[config.mk]
export PLATFORM = sky130hd
export DESIGN_NAME = fork_4ph
export DESIGN_NICKNAME = d
export VERILOG_FILES = /design/src/rtl/sync_pkg.sv /design/src/rtl/sync_ff.sv /design/src/rtl/fork_4ph.sv
export SDC_FILE = /design/constraint.sdc
export NUM_CORES = 1
export LEC_CHECK = 0
export CORE_ASPECT_RATIO = 1.2
export CORE_MARGIN = 5
export CORE_UTILIZATION = 46
export DETAILED_ROUTE_END_ITERATION = 7
export PLACE_DENSITY_LB_ADDON = 0.15
export SYNTH_ARGS = -nofsm -noshare
export SYNTH_HDL_FRONTEND = slang
export SYNTH_SLANG_ARGS = --single-unit
[constraint.sdc]
create_clock -name clk_i -period 3.61 [get_ports clk_i]
set_input_delay 0.5415 -clock clk_i [delete_from_list [all_inputs] [get_ports clk_i]]
set_output_delay 0.5415 -clock clk_i [all_outputs]
set_load 0.005 [all_outputs]
[src/rtl/sync_pkg.sv]
// Shared handshake state types for the synchronised fork and join stages.
// Pure types package: no latency or backpressure of its own.
package sync_pkg;

  typedef enum logic [1:0] {
    F_IDLE,
    F_REQ,
    F_ACKD,
    F_REL
  } fork_state_e;

endpackage

[src/rtl/sync_ff.sv]
// Flop-chain synchroniser for one handshake level, async reset to 0.
// Latency STAGES edges (0 = straight wire); no backpressure, level passes through.
module sync_ff #(
  parameter int STAGES = 2
) (
  input  logic clk_i,
  input  logic rst_i,
  input  logic d_i,
  output logic q_o
);

  generate
    if (STAGES == 0) begin : g_bypass
      logic unused_clk_rst;
      assign unused_clk_rst = clk_i | rst_i;
      assign q_o = d_i;
    end else begin : g_chain
      logic [STAGES-1:0] q;

      always_ff @(posedge clk_i or posedge rst_i) begin
        if (rst_i) begin
          q <= '0;
        end else begin
          q[0] <= d_i;
          for (int i = 1; i < STAGES; i++) begin
            q[i] <= q[i-1];
          end
        end
      end

      assign q_o = q[STAGES-1];
    end
  endgenerate

endmodule

[src/rtl/fork_4ph.sv]
// 4-phase bundled-data fork: one upstream token broadcast to two consumers.
// Latency SYNC_STAGES+1 edges input->output; upstream ack waits for both consumer acks.
module fork_4ph
  import sync_pkg::*;
#(
  parameter int WIDTH       = 32,
  parameter int SYNC_STAGES = 2
) (
  input  logic             clk_i,
  input  logic             rst_i,
  input  logic             req_in_i,
  input  logic [WIDTH-1:0] data_in_i,
  output logic             ack_in_o,
  output logic             req_out1_o,
  output logic             req_out2_o,
  output logic [WIDTH-1:0] data_out_o,
  input  logic             ack_out1_i,
  input  logic             ack_out2_i,
  output logic             err_o
);

  logic req_s, ack1_s, ack2_s;

  sync_ff #(.STAGES(SYNC_STAGES)) u_sync_req (
    .clk_i(clk_i), .rst_i(rst_i), .d_i(req_in_i),   .q_o(req_s)
  );
  sync_ff #(.STAGES(SYNC_STAGES)) u_sync_ack1 (
    .clk_i(clk_i), .rst_i(rst_i), .d_i(ack_out1_i), .q_o(ack1_s)
  );
  sync_ff #(.STAGES(SYNC_STAGES)) u_sync_ack2 (
    .clk_i(clk_i), .rst_i(rst_i), .d_i(ack_out2_i), .q_o(ack2_s)
  );

  fork_state_e      state_q, state_n;
  logic             rec1_q, rec1_n, rec2_q, rec2_n;
  logic             err_q, err_n;
  logic             cap;
  logic             req_out_q, ack_in_q;
  logic [WIDTH-1:0] data_q;

  always_comb begin
    state_n = state_q;
    rec1_n  = rec1_q;
    rec2_n  = rec2_q;
    err_n   = err_q;
    cap     = 1'b0;
    case (state_q)
      F_IDLE: begin
        if (ack1_s || ack2_s) err_n = 1'b1;
        if (req_s) begin
          state_n = F_REQ;
          cap     = 1'b1;
          rec1_n  = 1'b0;
          rec2_n  = 1'b0;
        end
      end
      F_REQ: begin
        // A consumer dropping its ack before the fork has released is a violation.
        if (!req_s || (rec1_q && !ack1_s) || (rec2_q && !ack2_s)) err_n = 1'b1;
        rec1_n = rec1_q | ack1_s;
        rec2_n = rec2_q | ack2_s;
        if (rec1_n && rec2_n) state_n = F_ACKD;
      end
      F_ACKD: begin
        if (!req_s) begin
          state_n = F_REL;
          rec1_n  = 1'b0;
          rec2_n  = 1'b0;
        end
      end
      F_REL: begin
        rec1_n = rec1_q | ~ack1_s;
        rec2_n = rec2_q | ~ack2_s;
        if (rec1_n && rec2_n) state_n = F_IDLE;
      end
      default: state_n = F_IDLE;
    endcase
  end

  // Outputs are registered from the next state so nothing is decoded after a flop.
  always_ff @(posedge clk_i or posedge rst_i) begin
    if (rst_i) begin
      state_q   <= F_IDLE;
      rec1_q    <= 1'b0;
      rec2_q    <= 1'b0;
      err_q     <= 1'b0;
      req_out_q <= 1'b0;
      ack_in_q  <= 1'b0;
      data_q    <= '0;
    end else begin
      state_q   <= state_n;
      rec1_q    <= rec1_n;
      rec2_q    <= rec2_n;
      err_q     <= err_n;
      req_out_q <= (state_n == F_REQ) || (state_n == F_ACKD);
      ack_in_q  <= (state_n == F_ACKD) || (state_n == F_REL);
      if (cap) data_q <= data_in_i;
    end
  end

  assign req_out1_o = req_out_q;
  assign req_out2_o = req_out_q;
  assign ack_in_o   = ack_in_q;
  assign data_out_o = data_q;
  assign err_o      = err_q;

endmodule

==> results of run 1 <==
## power by group
part / leakage [nW] / switching, mW / internal, mW / total, mW
Clock: 0.0574 / 0.166 / 0.225 / 0.391
Sequential: 0.528 / 0.161 / 0.728 / 0.889
Combinational: 0.583 / 0.281 / 0.707 / 0.988
## per-stage QoR
step	power, mW	hold slack, ns
after floorplan	1.42	0.331
after global placement	1.86	0.332
after detailed placement	1.89	0.336
after CTS	2.30	0.350
after global routing	2.40	0.356
final	2.27	0.346
## worst register-to-register path: cells and delay by family (launching register included)
kind | cells | cell delay [ns]
flops | 1 | 0.49
mux | 1 | 0.42
simple gates | 2 | 0.81
## logic make-up (layout without fill, tap and decap cells)
| family | Yosys count | after routing | share of synthesized area |
|---|---|---|---|
| buffers and inverters | 10 | 84 | 0.0510 |
| AO/OA/AOI/OAI | 12 | 12 | 0.0457 |
| flip-flops | 45 | 45 | 0.604 |
| AND/OR/NAND/NOR | 9 | 9 | 0.0383 |
| multiplexers | 34 | 34 | 0.261 |
## worst max path at each step
stage	startpoint	slack [ns]	endpoint	cells after the start
global placement	state_q[0]$_DFF_PP0_	1.87	data_out_o[12]$_DFFE_PP0P_	3
detailed placement	state_q[0]$_DFF_PP0_	1.80	data_out_o[14]$_DFFE_PP0P_	3
floorplan	rst_i	2.01	ack_in_o$_DFF_PP0_	1
finish	state_q[0]$_DFF_PP0_	1.78	data_out_o[14]$_DFFE_PP0P_	3
global route	state_q[0]$_DFF_PP0_	1.69	data_out_o[14]$_DFFE_PP0P_	3
CTS	state_q[0]$_DFF_PP0_	1.79	data_out_o[14]$_DFFE_PP0P_	3
## cell type report
class | instances | area, µm² | area share
clock buffers | 6 | 82.6 | 0.0307
clock inverters | 2 | 37.5 | 0.0139
inverters | 4 | 15.0 | 0.00558
multi-input cells | 55 | 642 | 0.238
flip-flops and latches | 45 | 1130 | 0.418
well taps | 54 | 67.6 | 0.0251
repair buffers | 72 | 721 | 0.268
## cells in the mapped netlist, drive strengths merged (2+ instances only)
cell type / number / area share
buf: 6 / 0.043
o21ai: 6 / 0.016
a221oi: 2 / 0.013
nand2b: 4 / 0.017
mux2: 32 / 0.25
nor2: 2 / 0.013
inv: 4 / 0.0081
mux2i: 2 / 0.011
dfrtp: 45 / 0.60
## metal layers
metal / up-vias / part of all wire / wire [µm]
li1: 527 / - / -
met4: 0 / 0.013 / 51
met3: 6 / 0.077 / 292
met1: 570 / 0.40 / 1530
met5: - / 0 / 0
met2: 50 / 0.51 / 1920
## flip-flops by register name (all words and copies together) (netlist names), 2 cells and up
signal	count
data_out_o	32
state_q	2
u_sync_ack1.g_chain.q	2
u_sync_ack2.g_chain.q	2
u_sync_req.g_chain.q	2
==> impl_results.md, run 1 <==
* Leftover overflow at the end of global routing at 0
* Count of yosys warnings during synthesis at 0
* Reg-to-reg critical path startpoint: state_q[0]$_DFF_PP0_
* Average wire length per cell after detail routing at 15.9 µm
* Count of state elements after synthesis at 45
* Startpoint type of the worst setup path: flop
* Post-route fraction of the period consumed by the critical path at 0.506
* Count of non-filler cells in the finished layout at 238
* Setup slack of the most critical reg-to-reg path at 1.78 ns
* Buffers added on ports at slightly above 70
* Inserted Clock Buffers at 5
* Number of placed I/O pins at 73
* Leading cell type in the layout, fill and taps excluded: clkdlybuf4s50_1
* Share of final-layout standard cells stronger than drive strength 1 at 0.239
* Fin nets at 220
* Number of resized instances in the post-cts repair step at 0
* Post-synthesis instance area at 1860 µm²
* Pins over their slew limit at 0
* CP Capture Type: flop
* Die area at approximately 5400 µm²
* Startpoint of the worst hold path: u_sync_req.g_chain.q[0]$_DFF_PP0_
* Minimum setup slack in the final design at around 1.8 ns
* Number of antenna repair diodes at 0
* TritonCTS clock tree: done
* Max VDD drop at between 0.0004 and 0.0005 V
* Library cells used by synthesis at 23
* Design area at 2690 µm²
* Proportion of register bits with asynchronous set or reset after synthesis at 1.00
* Height of the chip at 79.7 µm
* Class of the most critical hold timing path: flop to flop
* Worst endpoint required time at 3.79 ns
* Reg-to-reg endpoint: data_out_o[14]$_DFFE_PP0P_
* Number of detailed-route iterations in the first pass at 4
* Crit path DAT at 2.01 ns
* Weighted congestion reported at the end of routability-driven placement at approximately 0.7
* Detail Placement HPWL at ~2.7 mm
* Drt first-iter violations at between 100 and 150
* Static leakage at 1.17 nW
* Standard cell with the maximum stage delay on the critical path: nor2_8
* Global-route total usage across every layer at 0.149
* Setup-failing EPs final at 0
* Routed Wire Length at between 3 and 4 mm
* TritonCTS sink count at 45
* Unrepaired setup endpoints after global routing: no
* Maximum single-stage delay on the critical path at 0.59 ns
* Number of antenna violations at the first check in global routing at 0
* Most used routing layer in global routing: met2
* Most instantiated flip-flop cell in the synthesis netlist: dfrtp_1
* Clk Tree Root Cell: clkbuf_8
* Global-route wire length before repair at between 5 and 6 mm
* List of cells traversed by the critical path: nand2b_4, nor2_8, mux2_2
* Commonest non-fill, non-tap cells in the layout: clkdlybuf4s50_1, dfrtp_1, mux2_4
* Startpoint-to-endpoint class of the critical path: flop to flop
* Setup total negative slack at 0 ns
* Number of max-capacitance violations reported at 0
* Core Rows at 25
* Min cycle time layout at 1.83 ns
* Max Clock Freq at 547 MHz
* Hold buffer count at cts at 0
* Met1 track demand over resource in global routing at 0.191
* Routed via count at 1153
* Vias in the first global route at approximately 1.2k
* Hold-critical path endpoint: u_sync_req.g_chain.q[1]$_DFF_PP0_
* Pin count of the biggest net entering global routing at 46
* Remaining number of nets flagged by the antenna check after routing at 0
* Final design utilization at 0.683
* Worst setup slack after placement at around 1.8 ns
* Worst hold path stage count at 0
* FF-to-FF path depth at 3
* Area inside the core boundary at 3940 µm²
* Clock latency of the later-clocked register in the worst-skew pair at 0.29 ns
* Critical-path maximum fanout at 34
* Instance count after placement with tap cells included at 230
* Met3 capacity usage during global routing at 0.0521
* Family of cells with the greatest summed delay on the critical path: simple AND/OR/NAND/NOR gates
* Via-to-Cell Ratio at around 4.8
* Maximum number of buffers from clock root to sink at 2
* Effective utilization at floorplan at 0.473
* Synthesized netlist net count at 147
* Worst slew pin tran at 0.900 ns
* Post-synth EDFFs at 0
* Horizontal die dimension at 68.1 µm
* Post-CTS setup repair buffer count at 0
* CTS clk-pin slew, worst paths at 0.08 ns
* Total placed instance area at 2570 µm²
* Final clock skew at 0.00535 ns
* Average cell area after synthesis at approximately 17 µm²
* Number of fill cells in the layout at 312
* Count of unresolved DRC violations after routing at 0
* Global routing met2 resource utilization at 0.230
* Total number of H-tree levels at 2
* Syn Inst Count at 110
* Number of endpoints with negative hold slack in the final report at 0
* Seq/Total Area, Yosys at 0.604
* Area delta synth->final at 44.5%
* Outcome: finished clean
* Pwr per Cell Area at 842 nW/µm²
* Rel. slew slack at 0.399
* Buffering stage count on the worst path with inverters included at 0
Power figures use the tool's default switching activity.
==> run 2: changes to the inputs <==
--- a/config.mk
+++ b/config.mk
@@ -7,7 +7,7 @@
 export LEC_CHECK = 0
 export CORE_ASPECT_RATIO = 1.2
 export CORE_MARGIN = 5
-export CORE_UTILIZATION = 46
+export CORE_UTILIZATION = 43
 export DETAILED_ROUTE_END_ITERATION = 7
 export PLACE_DENSITY_LB_ADDON = 0.15
 export SYNTH_ARGS = -nofsm -noshare
==> constraint.sdc (replaced) <==
create_clock -name clk_i -period 1.8 [get_ports clk_i]
set_input_delay 0.27 -clock clk_i [delete_from_list [all_inputs] [get_ports clk_i]]
set_output_delay 0.27 -clock clk_i [all_outputs]
set_load 0.005 [all_outputs]
==> run 2 against run 1 <==
Maximum frequency is 17% higher. Final area is 1.1% higher. Via count is 0.95% higher. Die area is 6.0% higher. Non-clock buffer count is 4 higher. Cell count is 2.5% higher. Hold slack worse by 0.063 ns. Sequential power is 98% higher. Global-route usage is 0.089 points higher. Register-to-register slack worse by 1.5 ns. Routed wire length is 4.1% higher. Largest cell class unchanged. Largest power group unchanged. Highest routed layer unchanged.
==> impl_results.md, run 2 (synthesis gave the netlist of run 1 again) <==
* Pins over their slew limit at 0
* Routed Wire Length at around 4 mm
* Leftover overflow at the end of global routing at 0
* Average wire length per cell after detail routing at 16.2 µm
* FF-to-FF path depth at 4
* Detail Placement HPWL at 2.99 mm
* Critical-path maximum fanout at 15
* Number of antenna repair diodes at 0
* Final clock skew at ~0.0037 ns
* Number of fill cells in the layout at 316
* Min cycle time layout at 1.56 ns
* Vias in the first global route at between 1k and 1.5k
* Total placed instance area at 2640 µm²
* Design area at between 2000 and 3000 µm²
* Count of unresolved DRC violations after routing at 0
* Die area at 5750 µm²
* Met1 layer wirelength in the final routing at 1.52 mm
* Worst endpoint required time at 1.98 ns
* Setup slack of the most critical reg-to-reg path at 0.24 ns
* Global-route total usage across every layer at 0.150
* Family of cells with the greatest summed delay on the critical path: flip-flops
* Crit path DAT at ~1.7 ns
* Final design utilization at 0.643
* Number of max-capacitance violations reported at 0
* Tightest hold margin at 0.283 ns
* Uppermost routed layer: met4
* Drt first-iter violations at between 40 and 50
* Register area at 1130 µm²
* Commonest non-fill, non-tap cells in the layout: clkdlybuf4s50_1, dfrtp_1, mux2_4
* Share of final-layout standard cells stronger than drive strength 1 at 0.239
* Routed via count at 1164
* Area delta synth->final at 46.1%
* Max Clock Freq at 641 MHz
* Static leakage at about 1.2 nW
* Via-to-Cell Ratio at 4.77
* Maximum single-stage delay on the critical path at 0.47 ns
* Setup total negative slack at 0 ns
* Buffers added on ports at 72
* TritonCTS sink count at between 40 and 50
* Largest register FFs at 32
* Weighted congestion reported at the end of routability-driven placement at 0.734
* Startpoint-to-endpoint class of the critical path: flop to flop
* Horizontal die dimension at 70.1 µm
* Number of detailed-route iterations in the first pass at 4
* Worst setup slack after placement at 0.246 ns
* Count of non-filler cells in the finished layout at approximately 240
* Fin nets at between 200 and 250
* Tot Pwr at between 4 and 5 mW
* Leading cell type in the layout, fill and taps excluded: clkdlybuf4s50_1
* Area taken by multi-input logic gates at 642 µm²
* CTS clk-pin slew, worst paths at roughly 0.070 ns
* Wire length on met3 at about 320 µm
* List of cells traversed by the critical path: nand2b_4, nor2_8, buf_12, mux2_2
* TritonCTS clock tree: done
* Clock latency of the later-clocked register in the worst-skew pair at about 0.29 ns
* Class of the most critical hold timing path: primary input to async pin
* Post-route fraction of the period consumed by the critical path at 0.867
* Instance count after placement with tap cells included at between 200 and 250
* Inserted Clock Buffers at 5
* Pwr per Cell Area at 1630 nW/µm²
* Standard cell with the maximum stage delay on the critical path: dfrtp_1
* Buffering stage count on the worst path with inverters included at 1
* Core Rows at 26
* Area inside the core boundary at 4230 µm²
* Minimum setup slack in the final design at 0.239 ns
* Number of placed I/O pins at 73
* Hold buffer count at cts at 0
* Outcome: finished clean
* Height of the chip at roughly 80 µm
* Max VDD drop at 0.000970 V
* Number of resized instances in the post-cts repair step at 0
* Unrepaired setup endpoints after global routing: no
* Number of antenna violations at the first check in global routing at 0
* Number of endpoints with negative hold slack in the final report at 0
* Rel. slew slack at 0.725
* Pin count of the biggest net entering global routing at 28
* Clk Tree Root Cell: clkbuf_8
* Post-CTS setup repair buffer count at 0
* Reg-to-reg endpoint: data_out_o[15]$_DFFE_PP0P_
* Maximum number of buffers from clock root to sink at 2
* Global-route wire length before repair at 6.63 mm
* Effective utilization at floorplan at 0.441
* Startpoint type of the worst setup path: flop
* CP Capture Type: flop
* Routed wl met2 at 2.02 mm
* Cell count along the critical path at 4
* Setup-failing EPs final at 0
* Total number of H-tree levels at 2
* Reg-to-reg critical path startpoint: state_q[0]$_DFF_PP0_
* Worst slew pin tran at 0.411 ns
* Remaining number of nets flagged by the antenna check after routing at 0
run 2: worst max-delay path by stage:
stage / from / endpoint / slack, ns
after floorplan: rst_i / ack_in_o$_DFF_PP0_ / 0.47
after global placement: state_q[0]$_DFF_PP0_ / data_out_o[12]$_DFFE_PP0P_ / 0.28
after detailed placement: state_q[0]$_DFF_PP0_ / data_out_o[15]$_DFFE_PP0P_ / 0.25
after CTS: state_q[0]$_DFF_PP0_ / data_out_o[15]$_DFFE_PP0P_ / 0.23
after global routing: state_q[0]$_DFF_PP0_ / data_out_o[12]$_DFFE_PP0P_ / 0.17
final: state_q[0]$_DFF_PP0_ / data_out_o[15]$_DFFE_PP0P_ / 0.24
run 2: layout make-up:
class | instances | share of cell area
inverters | 4 | 0.00552
clock buffers | 8 | 0.0294
well taps | 56 | 0.0257
flip-flops and latches | 45 | 0.414
multi-input cells | 55 | 0.236
repair buffers | 76 | 0.290
run 2: power by group:
group	internal, mW	switching (mW)
clock network	0.276	0.307
logic	1.48	0.606
registers	1.46	0.295
run 2: per-layer routing:
layer / up-vias / track usage
met1: 565 / 0.174
met4: 0 / 0.0613
met3: 11 / 0.0702
met5: - / 0
met2: 54 / 0.241
li1: 534 / -
==> run 3: changes to the inputs <==
--- a/config.mk
+++ b/config.mk
@@ -6,7 +6,6 @@
 export NUM_CORES = 1
 export LEC_CHECK = 0
 export CORE_ASPECT_RATIO = 1.2
-export CORE_MARGIN = 5
 export CORE_UTILIZATION = 43
 export DETAILED_ROUTE_END_ITERATION = 7
 export PLACE_DENSITY_LB_ADDON = 0.15
==> constraint.sdc (replaced) <==
create_clock -name clk_i -period 1.8 [get_ports clk_i]
set_input_delay 0.27 -clock clk_i [delete_from_list [all_inputs] [get_ports clk_i]]
set_output_delay 0.27 -clock clk_i [all_outputs]
set_load 0.02 [all_outputs]
==> run 3 against run 2 <==
Clock skew barely moved. Non-clock buffer count grew 1. Flip-flop and latch count did not move. First-iteration DRC count fell by 65%. Die area shrank 20%. Register-to-register slack barely moved. Hold slack gained 0.034 ns. Sequential power about the same. Clock-buffer cell count decreased by 1. Cell count down 0.82%.
==> impl_results.md, run 3 (synthesis gave the netlist of run 1 again) <==
* Setup total negative slack at 0 ns
* Total placed instance area at 2630 µm²
* Maximum number of buffers from clock root to sink at 2
* Number of detailed-route iterations in the first pass at 4
* Horizontal die dimension at ~62 µm
* Count of unresolved DRC violations after routing at 0
* Class of the most critical hold timing path: primary input to async pin
* Leading cell type in the layout, fill and taps excluded: clkdlybuf4s50_1
* Pwr per Cell Area at 1800 nW/µm²
* Reg-to-reg critical path startpoint: state_q[0]$_DFF_PP0_
* Design area at about 2700 µm²
* Endpoint of the worst setup timing path: data_out_o[15]$_DFFE_PP0P_
* Instance count after placement with tap cells included at 235
* Outcome: finished clean
* Number of resized instances in the post-cts repair step at 0
* Number of antenna repair diodes at 0
* TritonCTS sink count at 45
* Number of max-capacitance violations reported at 0
* Setup-failing EPs final at 0
* Largest register FFs at 32
* Area delta synth->final at 46.0%
* Inserted Clock Buffers at 5
* TritonCTS clock tree: done
* Pin count of the biggest net entering global routing at between 40 and 50
* Routed via count at 1161
* Number of antenna violations at the first check in global routing at 0
* Vias in the first global route at around 1.2k
* Rel. slew slack at 0.803
* Startpoint type of the worst setup path: flop
* CP Capture Type: flop
* Final design utilization at 0.674
* Remaining number of nets flagged by the antenna check after routing at 0
* Clock latency of the later-clocked register in the worst-skew pair at 0.29 ns
* Pins over their slew limit at 0
* Reg-to-reg endpoint: data_out_o[15]$_DFFE_PP0P_
* Detail Placement HPWL at 2.77 mm
* Commonest non-fill, non-tap cells in the layout: clkdlybuf4s50_1, dfrtp_1, mux2_4
* Weighted congestion reported at the end of routability-driven placement at 0.717
* Number of endpoints with negative hold slack in the final report at 0
* Tightest hold margin at 0.317 ns
* Final clock skew at 0.00390 ns
* Fin nets at roughly 230
* Max Clock Freq at 639 MHz
* Total number of H-tree levels at 2
* Startpoint-to-endpoint class of the critical path: flop to flop
* Min cycle time layout at 1.56 ns
* Worst slew pin tran at around 0.30 ns
* CTS clk-pin slew, worst paths at 0.08 ns
* Average wire length per cell after detail routing at 15.2 µm
* Drt first-iter violations at 15
* Number of placed I/O pins at 73
* Leftover overflow at the end of global routing at 0
* Critical-path maximum fanout at 18
* Count of non-filler cells in the finished layout at 242
* Static leakage at 1.19 nW
* Die area at 4600 µm²
* Post-route fraction of the period consumed by the critical path at 0.869
* Clk Tree Root Cell: clkbuf_8
* Global-route wire length before repair at between 5 and 6 mm
* Global-route total usage across every layer at 0.179
* Routed Wire Length at 3.67 mm
* Via-to-Cell Ratio at 4.80
* Share of final-layout standard cells stronger than drive strength 1 at 0.250
* Setup slack of the most critical reg-to-reg path at 0.24 ns
* Height of the chip at approximately 74 µm
* Worst endpoint required time at roughly 2 ns
* Max VDD drop at 0.00102 V
* Worst setup path start: state_q[0]$_DFF_PP0_
* Hold buffer count at cts at 0
* Crit path DAT at 1.74 ns
* FF-to-FF path depth at 4
* Core Rows at 25
* Unrepaired setup endpoints after global routing: no
* Effective utilization at floorplan at 0.462
* Buffers added on ports at 72
* Post-CTS setup repair buffer count at 0
* Area inside the core boundary at ~4000 µm²
==> run 3: cell types whose count changed in the layout (fill, tap and decap cells not counted) <==
cell and change:
buf_4 +2, clkbuf_1 -2, buf_12 -1, clkbuf_8 +1
==> run 3: how the worst min path moves through the flow <==
| stage | end | slack (ns) | start | depth (start not counted) |
|---|---|---|---|---|
| after floorplan | u_sync_ack1.g_chain.q[0]$_DFF_PP0_ | 0.30 | ack_out1_i | 0 |
| after global placement | u_sync_req.g_chain.q[1]$_DFF_PP0_ | 0.34 | u_sync_req.g_chain.q[0]$_DFF_PP0_ | 0 |
| final | data_out_o[31]$_DFFE_PP0P_ | 0.32 | rst_i | 3 |
| after detailed placement | u_sync_req.g_chain.q[1]$_DFF_PP0_ | 0.34 | u_sync_req.g_chain.q[0]$_DFF_PP0_ | 0 |
| after global routing | data_out_o[18]$_DFFE_PP0P_ | 0.33 | rst_i | 3 |
| after CTS | data_out_o[18]$_DFFE_PP0P_ | 0.33 | rst_i | 3 |
==> run 3: cell type report <==
class                   instances  area, µm²
well taps                      54       67.6
clock buffers                   7       86.3
inverters                       4       15.0
flip-flops and latches         45       1130
fillers                       292       1320
repair buffers                 77        783
multi-input cells              55        642
==> run 3: worst max-delay path: stages, from the launching register on <==
cell      delay, ns
dfrtp_1        0.49
nand2b_4       0.22
nor2_8         0.19
buf_12         0.20
mux2_2         0.34
==> run 3: where the power goes <==
part | total, mW | internal, mW | switching, mW
Combinational | 2.55 | 1.48 | 1.07
Clock | 0.604 | 0.304 | 0.300
Sequential | 1.76 | 1.46 | 0.296
Total | 4.91 | 3.25 | 1.66
==> run 3: stage by stage <==
stage,setup WS (ns),total power [mW]
finish,0.236,4.91
global route,0.169,5.17
CTS,0.232,4.96
detailed placement,0.238,4.34
global placement,0.303,4.27
floorplan,0.471,3.31
==> run 3: layer usage <==
| metal | wire, µm | GRT usage | vias to the layer above |
|---|---|---|---|
| li1 | - | - | 535 |
| met2 | 1970 | 0.300 | 49 |
| met3 | 242 | 0.0696 | 5 |
| met4 | 45 | 0.0593 | 0 |
| met5 | 0 | 0 | - |
| met1 | 1410 | 0.207 | 572 |
